### src/rtl/morse_encoder.sv
// morse_encoder: keys one character code per valid/ready handshake onto
// `led` as standard Morse timing (dot 1U, dash 3U, element gap 1U,
// letter gap 3U, word space 7U).
// Optional feature macro: MORSE_DIGITS_EN. When it is defined, codes 26-35
// key the digits 0-9. Otherwise those codes take the error path.
module morse_encoder #(
  parameter int unsigned UNIT_CYCLES = 32'd12500000
) (
  input  logic       clk,
  input  logic       rst_n,
  input  logic [5:0] char_in,
  input  logic       char_valid,
  output logic       char_ready,
  output logic       led,
  output logic       busy,
  output logic       err
);

  typedef enum logic [2:0] {
    IDLE,
    MARK,
    ESPACE,
    LGAP,
    WGAP,
    ERR
  } state_t;

  // Counter reload values: a state lasts n units and ends on the cycle the
  // counter reads zero, so each reload is n*UNIT_CYCLES-1.
  localparam logic [31:0] CNT1 = 32'(UNIT_CYCLES) - 32'd1;
  localparam logic [31:0] CNT3 = 32'(3 * UNIT_CYCLES) - 32'd1;
  localparam logic [31:0] CNT7 = 32'(7 * UNIT_CYCLES) - 32'd1;

  localparam logic [5:0] WORD_SPACE = 6'd63;

  state_t      state_q, state_d;
  logic [31:0] cnt_q, cnt_d;
  logic [3:0]  pat_q, pat_d;
  logic [2:0]  len_q, len_d;
  logic        led_q;
  logic        err_q;

  logic [2:0]  romLen;
  logic [4:0]  romPat;
  logic        romValid;

  // Code ROM: element count plus a left-aligned pattern, first element in
  // bit 4, 1 = dash. A length of zero marks the code as not a character.
  always_comb begin
    {romLen, romPat} = 8'd0;
    case (char_in)
      6'd0:  {romLen, romPat} = {3'd2, 5'b01000}; // A .-
      6'd1:  {romLen, romPat} = {3'd4, 5'b10000}; // B -...
      6'd2:  {romLen, romPat} = {3'd4, 5'b10100}; // C -.-.
      6'd3:  {romLen, romPat} = {3'd3, 5'b10000}; // D -..
      6'd4:  {romLen, romPat} = {3'd1, 5'b00000}; // E .
      6'd5:  {romLen, romPat} = {3'd4, 5'b00100}; // F ..-.
      6'd6:  {romLen, romPat} = {3'd3, 5'b11000}; // G --.
      6'd7:  {romLen, romPat} = {3'd4, 5'b00000}; // H ....
      6'd8:  {romLen, romPat} = {3'd2, 5'b00000}; // I ..
      6'd9:  {romLen, romPat} = {3'd4, 5'b01110}; // J .---
      6'd10: {romLen, romPat} = {3'd3, 5'b10100}; // K -.-
      6'd11: {romLen, romPat} = {3'd4, 5'b01000}; // L .-..
      6'd12: {romLen, romPat} = {3'd2, 5'b11000}; // M --
      6'd13: {romLen, romPat} = {3'd2, 5'b10000}; // N -.
      6'd14: {romLen, romPat} = {3'd3, 5'b11100}; // O ---
      6'd15: {romLen, romPat} = {3'd4, 5'b01100}; // P .--.
      6'd16: {romLen, romPat} = {3'd4, 5'b11010}; // Q --.-
      6'd17: {romLen, romPat} = {3'd3, 5'b01000}; // R .-.
      6'd18: {romLen, romPat} = {3'd3, 5'b00000}; // S ...
      6'd19: {romLen, romPat} = {3'd1, 5'b10000}; // T -
      6'd20: {romLen, romPat} = {3'd3, 5'b00100}; // U ..-
      6'd21: {romLen, romPat} = {3'd4, 5'b00010}; // V ...-
      6'd22: {romLen, romPat} = {3'd3, 5'b01100}; // W .--
      6'd23: {romLen, romPat} = {3'd4, 5'b10010}; // X -..-
      6'd24: {romLen, romPat} = {3'd4, 5'b10110}; // Y -.--
      6'd25: {romLen, romPat} = {3'd4, 5'b11000}; // Z --..
`ifdef MORSE_DIGITS_EN
      6'd26: {romLen, romPat} = {3'd5, 5'b11111}; // 0 -----
      6'd27: {romLen, romPat} = {3'd5, 5'b01111}; // 1 .----
      6'd28: {romLen, romPat} = {3'd5, 5'b00111}; // 2 ..---
      6'd29: {romLen, romPat} = {3'd5, 5'b00011}; // 3 ...--
      6'd30: {romLen, romPat} = {3'd5, 5'b00001}; // 4 ....-
      6'd31: {romLen, romPat} = {3'd5, 5'b00000}; // 5 .....
      6'd32: {romLen, romPat} = {3'd5, 5'b10000}; // 6 -....
      6'd33: {romLen, romPat} = {3'd5, 5'b11000}; // 7 --...
      6'd34: {romLen, romPat} = {3'd5, 5'b11100}; // 8 ---..
      6'd35: {romLen, romPat} = {3'd5, 5'b11110}; // 9 ----.
`else
`endif
      default: {romLen, romPat} = 8'd0;
    endcase
    romValid = (romLen != 3'd0);
  end

  // Next-state logic: accept in IDLE, then walk the elements with one
  // shared down-counter. Only the not-yet-keyed pattern bits are kept.
  always_comb begin
    state_d = state_q;
    cnt_d   = cnt_q;
    pat_d   = pat_q;
    len_d   = len_q;
    case (state_q)
      IDLE: begin
        if (char_valid) begin
          if (char_in == WORD_SPACE) begin
            state_d = WGAP;
            cnt_d   = CNT7;
          end else if (romValid) begin
            state_d = MARK;
            cnt_d   = romPat[4] ? CNT3 : CNT1;
            pat_d   = romPat[3:0];
            len_d   = romLen;
          end else begin
            state_d = ERR;
            cnt_d   = 32'd0;
          end
        end
      end
      MARK: begin
        if (cnt_q == 32'd0) begin
          if (len_q > 3'd1) begin
            state_d = ESPACE;
            cnt_d   = CNT1;
          end else begin
            state_d = LGAP;
            cnt_d   = CNT3;
          end
        end else begin
          cnt_d = cnt_q - 32'd1;
        end
      end
      ESPACE: begin
        if (cnt_q == 32'd0) begin
          state_d = MARK;
          cnt_d   = pat_q[3] ? CNT3 : CNT1;
          pat_d   = {pat_q[2:0], 1'b0};
          len_d   = len_q - 3'd1;
        end else begin
          cnt_d = cnt_q - 32'd1;
        end
      end
      LGAP, WGAP: begin
        if (cnt_q == 32'd0) begin
          state_d = IDLE;
        end else begin
          cnt_d = cnt_q - 32'd1;
        end
      end
      ERR: begin
        state_d = IDLE;
        cnt_d   = 32'd0;
      end
      default: begin
        state_d = IDLE;
        cnt_d   = 32'd0;
      end
    endcase
  end

  // State, counter and registered outputs. led/err follow the next state
  // so they line up with the state they describe.
  always_ff @(posedge clk) begin
    if (!rst_n) begin
      state_q <= IDLE;
      cnt_q   <= 32'd0;
      pat_q   <= 4'd0;
      len_q   <= 3'd0;
      led_q   <= 1'b0;
      err_q   <= 1'b0;
    end else begin
      state_q <= state_d;
      cnt_q   <= cnt_d;
      pat_q   <= pat_d;
      len_q   <= len_d;
      led_q   <= (state_d == MARK);
      err_q   <= (state_d == ERR);
    end
  end

  assign led        = led_q;
  assign err        = err_q;
  assign busy       = (state_q != IDLE);
  assign char_ready = (state_q == IDLE);

endmodule

### config.mk
export PLATFORM = sky130hd
export DESIGN_NAME = morse_encoder
export DESIGN_NICKNAME = d
export VERILOG_FILES = /design/src/rtl/morse_encoder.sv
export SDC_FILE = /design/constraint.sdc
export NUM_CORES = 1
export LEC_CHECK = 0
export CAP_MARGIN = 5
export CORE_ASPECT_RATIO = 1.2
export CORE_MARGIN = 2
export CORE_UTILIZATION = 30
export DETAILED_ROUTE_END_ITERATION = 16
export GPL_TIMING_DRIVEN = 0
export PLACE_DENSITY = 0.55
export SETUP_SLACK_MARGIN = 0.05
export SLEW_MARGIN = 20
export SYNTH_ARGS = -nofsm -noshare
export SYNTH_HDL_FRONTEND = slang
export SYNTH_SLANG_ARGS = --single-unit
### constraint.sdc
create_clock -name clk -period 5.5 [get_ports clk]
set_clock_uncertainty 0.15 [all_clocks]
set_input_delay 1.1 -clock clk [delete_from_list [all_inputs] [get_ports clk]]
set_output_delay 1.1 -clock clk [all_outputs]
set_load 0.02 [all_outputs]
# --- Word-level counts from Yosys, hierarchy flattened ---
# Memories as Yosys holds them, arrays and structs flattened.
# Cells that the tools add are included.
classes:
  add_sub_neg: 2
  magnitude_cmp: 1
  eq_ne: 12
  n_mux: 29
  n_reduce_logical: 8
ops:
  columns: ["op", "n"]
  rows:
  - ["$mux 32", 4]
  - ["$pmux 32 s4", 1]
  - ["$mux 26", 4]
  - ["$logic_not 32->1", 1]
  - ["$sub 32x1->32 const B", 1]
  - ["$mux 3", 10]
  - ["$mux 27", 1]
  - ["$mux 4", 4]
  - ["$pmux 3 s4", 1]
  - ["$mux 8", 1]
  - ["$ne 2x2->1 const B", 4]
  - ["$pmux 4 s2", 1]
  - ["$eq 3x1->1 const B", 2]
  - ["$eq 3x2->1 const B", 2]
  - ["$eq 3x3->1 const B", 2]
  - ["$eq 6x6->1 const B", 1]
  - ["$pmux 3 s2", 1]
  - ["$reduce_bool 3->1", 2]
  - ["$reduce_and 5->1", 1]
  - ["$gt 3x1->1 const B", 1]
  - ["$logic_not 3->1", 1]
  - ["$sub 3x1->3 const B", 1]
  - ["$ne 2x1->1 const B", 1]
  - ["$reduce_and 2->1", 1]
  - ["other kinds (3)", 3]
totals:
  ff_bits: 44
  rom_bits: 224
  out_inout_bits: 4
  word_cells: 59
  memories: 1
memory_table:
  columns: ["memory", "depth", "width", "rd", "rd_ports_with_merged_regs", "write_ports", "line", "source"]
  rows:
  - ["(no name shown)", 32, 7, 1, 0, 0, "51", "case (char_in)"]

# --- Logic depth before layout (Yosys ltp) ---
# An unclocked memory read counts as a cell.
logic_depth:
  depth_word: 8
  ltp_mapped: 11
  depth_no_buf: 9

# --- Worst setup path before layout ---
# No wires, ideal clock.
synth_path:
  path_kind: "input to register"
  from: "input char_in[1]"
  to: "register len_q[1]"
  setup_time_ns: 0.120
  t_arrival_ns: 2.940
  required_ns: 5.230
  slack_ns: 2.291
  stages: 9
  path_cell_list: "inv_1 > ha_1 > mux4_2 > o22a_1 > and3_1 > a21oi_1 > buf_4 > mux2i_1 > nor2_1"
synth_via:
  elab_chain_cells: 6
  word_cells_on_any_way: 11
  cone_classes: "3 x eq/ne; 5 x mux; 2 x reduce/logical; 1 x memory"
synth_rtl:
  columns: ["item", "line", "source"]
  rows:
  - ["from (decl)", "11", "input logic [5:0] char_in,"]
  - ["$mem_v2 32x7", null, null]
  - ["$mux 8", "51", null]
  - ["$mux 3", "109", "end else if (romValid) begin"]
  - ["$mux 3", "106", "if (char_in == WORD_SPACE) begin"]
  - ["$mux 3", "105", "if (char_valid) begin"]
  - ["$pmux 3 s2", "103", "case (state_q)"]
  - ["to (signal assigned)", "175", "len_q <= len_d;"]
  - ["to (decl)", "39", "logic [2:0] len_q, len_d;"]
# Several ways; a longest one is shown, not always the timed one. The select of a mux whose other input is x is not followed.
# A chain may end at the register's enable or synchronous reset.

# --- Worst setup path after layout ---
layout_path:
  from: "input char_in[0]"
  to: "register cnt_q[17]"
layout_via:
  elab_chain_cells: 7
  word_cells_on_any_way: 9
  cone_classes: "1 x eq/ne; 6 x mux; 1 x reduce/logical; 1 x memory"
layout_rtl:
  columns: ["item", "line", "source"]
  rows:
  - ["$mem_v2 32x7", null, null]
  - ["$mux 8", "51", null]
  - ["$reduce_bool 3->1 or $mux 26 (tied branches)", "93, 111", null]
  - ["$mux 26", "109", null]
  - ["$mux 27 *", "106", null]
  - ["$mux 32 *", "105", null]
  - ["$pmux 32 s4 *", "103", null]
  - ["to (signal assigned)", "173", "cnt_q <= cnt_d;"]
  - ["to (decl)", "37", "logic [31:0] cnt_q, cnt_d;"]
# Mark *: on every way between the ends. The rest lies on a longest branch, timed or not. The select of a mux whose other input is x is not followed.

==> key figures <==
Synth
  – Synth Cell Area: 3172 um^2
  – Sequential area share after synthesis: 0.2714
  – Netlist cell types: 66
  – Largest family of logic cells by synthesized area: simple AND/OR/NAND/NOR gates
  – Post-synth top area share: 0.2714
  – Largest cells by area after synthesis: dfxtp_1 27%, nor2_1 5.6%, o21ai_0 4.7%
  – Mapped Cells: 416
  – Syn Nets: 434
  – Post-synth top area cell: dfxtp_1
  – Post-synthesis simple-gate area fraction: 0.3108
  – Xor/xnor cell area share of the yosys netlist: 0.03314
  – Number of synthesized flops with an enable pin: 0
  – Synth Area in Compound Gates: 0.2580
  – Fraction of synthesized area in multiplexers: 0.03037
  – Synth Warn #: 0
  – Post-synth ARST share: 0
  – Main synth FF type: dfxtp_1
  – Mapped Avg Cell Area: 7.624 um^2
  – Post-synthesis adder-cell area fraction: 0.03550
  – Yosys reg bits: 43

STA
  – Unrepaired setup endpoints after global routing: false
  – Period Utilization, post-route: 0.7834
  – Max Slew Vio Count: 0
  – Fmax: 0.2321 GHz
  – Final min period: 4.309 ns
  – Final setup viols: 0
  – Worst slew margin: 0.3216
  – Setup TNS: 0 ns
  – Hold violation count in the final report: 0
  – Worst slew pin tran: 1.012 ns

Setup path
  – Max stage delay cell, worst path: clkdlybuf4s50_1
  – Reg-to-reg endpoint: cnt_q[17]
  – Crit path arrival time: 4.37 ns
  – Setup crit start kind: primary input
  – Largest delay share family, worst path: compound AO/OA/AOI/OAI gates
  – Nature of the critical path endpoint: register
  – Req. time, crit path: 5.56 ns
  – Maximum fanout along the worst path: 11
  – CP max stage delay: 0.70 ns
  – Buf/Inv on CP: 2
  – R2R depth: 10
  – Setup CP Type: in -> reg
  – Crit path from: char_in[0]
  – Reg2Reg Setup Slack: 2.02 ns
  – Reg-to-reg startpoint: cnt_q[0]
  – Worst path cell trace: clkdlybuf4s50_1 > inv_1 > ha_1 > mux4_2 > o22a_1 > and3_1 > o21ai_0 > a211oi_1 > o22ai_1

Pwr
  – Internal Power: 1.016 mW
  – Register share of total power: 0.251
  – Static leakage: 1.345 nW
  – Clock Power Share: 0.210
  – Switching Share: 0.4523
  – Proportion of power drawn by combinational gates: 0.539
  – Sw power: 839.2 uW
  – Pwr per Cell Area: 509.5 nW/um^2
  – Total chip power: 1.856 mW
  – Max IR drop VDD: 0.1792 mV

Clocking
  – CTS resizes: 0
  – TritonCTS clock tree: yes
  – Clock-pin slew on the worst setup and hold paths: 0.07 ns
  – Number of H-tree levels: 2
  – Later-pin clock latency in the skew report: 0.29 ns
  – Cts bufs inserted: 5
  – Root Driver: clkbuf_16
  – CTS max path bufs: 2
  – Post-CTS Hold Buffers: 0
  – Post-CTS Setup Bufs: 0
  – Sink Count: 43

Final layout
  – Share of cells above drive strength 1: 0.07798
  – Post-layout nets: 453
  – Final instance area: 3642 um^2
  – Area Growth Syn to Fin: 14.83%
  – Most common cell after layout, fill and taps aside: nor2_1
  – N_diodes: 0
  – Most frequent cells in the layout: 47 x nor2_1, 43 x dfxtp_1, 36 x nand2_1, 30 x o21ai_0, 23 x a21oi_1
  – Final core occ: 0.3498
  – Fin cells: 565

Run
  – Max cap viols: 0

Die
  – Die H: 116.6 um
  – I/O pin cnt: 13
  – Die width: 97.87 um
  – Die ar.: 11410 um^2
  – FP Rows: 41
  – Initial Utilization: 0.3046
  – Area of the core: 10410 um^2

Worst hold path
  – Min-Delay Path Class: reg -> reg
  – Hold Crit Start: cnt_q[7]
  – Hold endpoint: cnt_q[7]
  – WHS Path Cells: 2

GRT
  – Largest net degree at the start of global routing: 14
  – Vias in the first global route: 3011
  – Global-route wire length before repair: 15.55 mm
  – GRT overflow: 0
  – Initial antenna violation count: 0
  – GRT Total Usage: 0.1667

Detailed routing
  – Final ANT Viol Nets: 0
  – Total Wirelength: 9.427 mm
  – Vias: 3173
  – Via density: 5.616
  – Drt wl/cell: 16.68 um
  – 1st-iter DRT viols: 216
  – # DRC: 0
  – 1st-pass router iterations: 4

Place
  – Port Buffers: 12
  – GP Congestion: 0.8963
  – Dpl cells: 557
  – Area after DPL: 3453 um^2
  – Hpwl dp: 6.836 mm

Outcome
  – Outcome: complete, no violations
## sequential cells by signal (all words and copies together), names as in the netlist
name,count
state_q,3
led,1
len_q,3
cnt_q,32
err,1
pat_q,3
## routing by layer
metal	track usage	routed length [um]	vias up
met5	0	0	-
met4	0.05648	226	0
met3	0.01795	447	17
met2	0.3018	4563	97
met1	0.2071	4190	1494
li1	-	-	1565
## stage by stage
stage / hold slack [ns] / setup WS (ns)
after floorplan: 0.2850 / 2.291
after global placement: 0.2935 / 0.9655
after detailed placement: 0.3051 / 0.9783
after CTS: 0.3142 / 1.253
after global routing: 0.3486 / 1.136
final: 0.3133 / 1.191
## worst reg2reg max path, stage by stage (launching register included)
cell	delay, ns
dfxtp_1	0.34
inv_1	0.07
ha_1	0.22
nor4b_1	0.81
and4_1	0.28
buf_2	0.18
nand2_1	0.10
a2111oi_0	0.50
nor2_1	0.29
a211oi_1	0.30
o22ai_1	0.11
## synth_stat cells (7+ instances only)
| master | number |
|---|---|
| inv_1 | 16 |
| nor4_1 | 10 |
| clkbuf_1 | 15 |
| nand3b_1 | 8 |
| o22ai_1 | 7 |
| o21ai_0 | 30 |
| nor2b_1 | 7 |
| nand2_1 | 36 |
| nor3_1 | 19 |
| dfxtp_1 | 43 |
| nand2b_1 | 10 |
| nor2_1 | 47 |
| ha_1 | 9 |
| nand3_1 | 13 |
| a21oi_1 | 23 |
## how the worst max path moves through the flow
stage,end,cells past startpoint
floorplan,len_q[1],9
global placement,cnt_q[17],9
detailed placement,cnt_q[15],9
CTS,cnt_q[17],9
global route,cnt_q[23],9
finish,cnt_q[17],9
## layout make-up
cell class | count | area, um^2
Fill cell | 1119 | 6771
Multi-Input combinational cell | 333 | 2118
Sequential cell | 43 | 860.8
Tap cell | 129 | 161.4
Buffer | 24 | 132.6
Clock buffer | 6 | 128.9
Timing Repair Buffer | 12 | 120.1
Clock inverter | 2 | 60.06
Inverter | 16 | 60.06
## power groups by stage
stage | logic, mW | registers (mW) | clock network [mW]
after CTS | 0.988 | 0.463 | 0.393
after global routing | 1.10 | 0.477 | 0.401
after global placement | 0.975 | 0.468 | 0
after floorplan | 0.747 | 0.454 | 0
after detailed placement | 0.985 | 0.469 | 0
final | 1.00 | 0.466 | 0.389
## kinds of logic (layout without fill, tap and decap cells)
group	count (synthesis)	in the layout
flops	43	43
compound gates	119	119
buf+inv	40	60
xor+xnor	12	12
mux	7	7
fa+ha+maj	9	9
simple gates	186	186
Power figures use the tool's default switching activity.
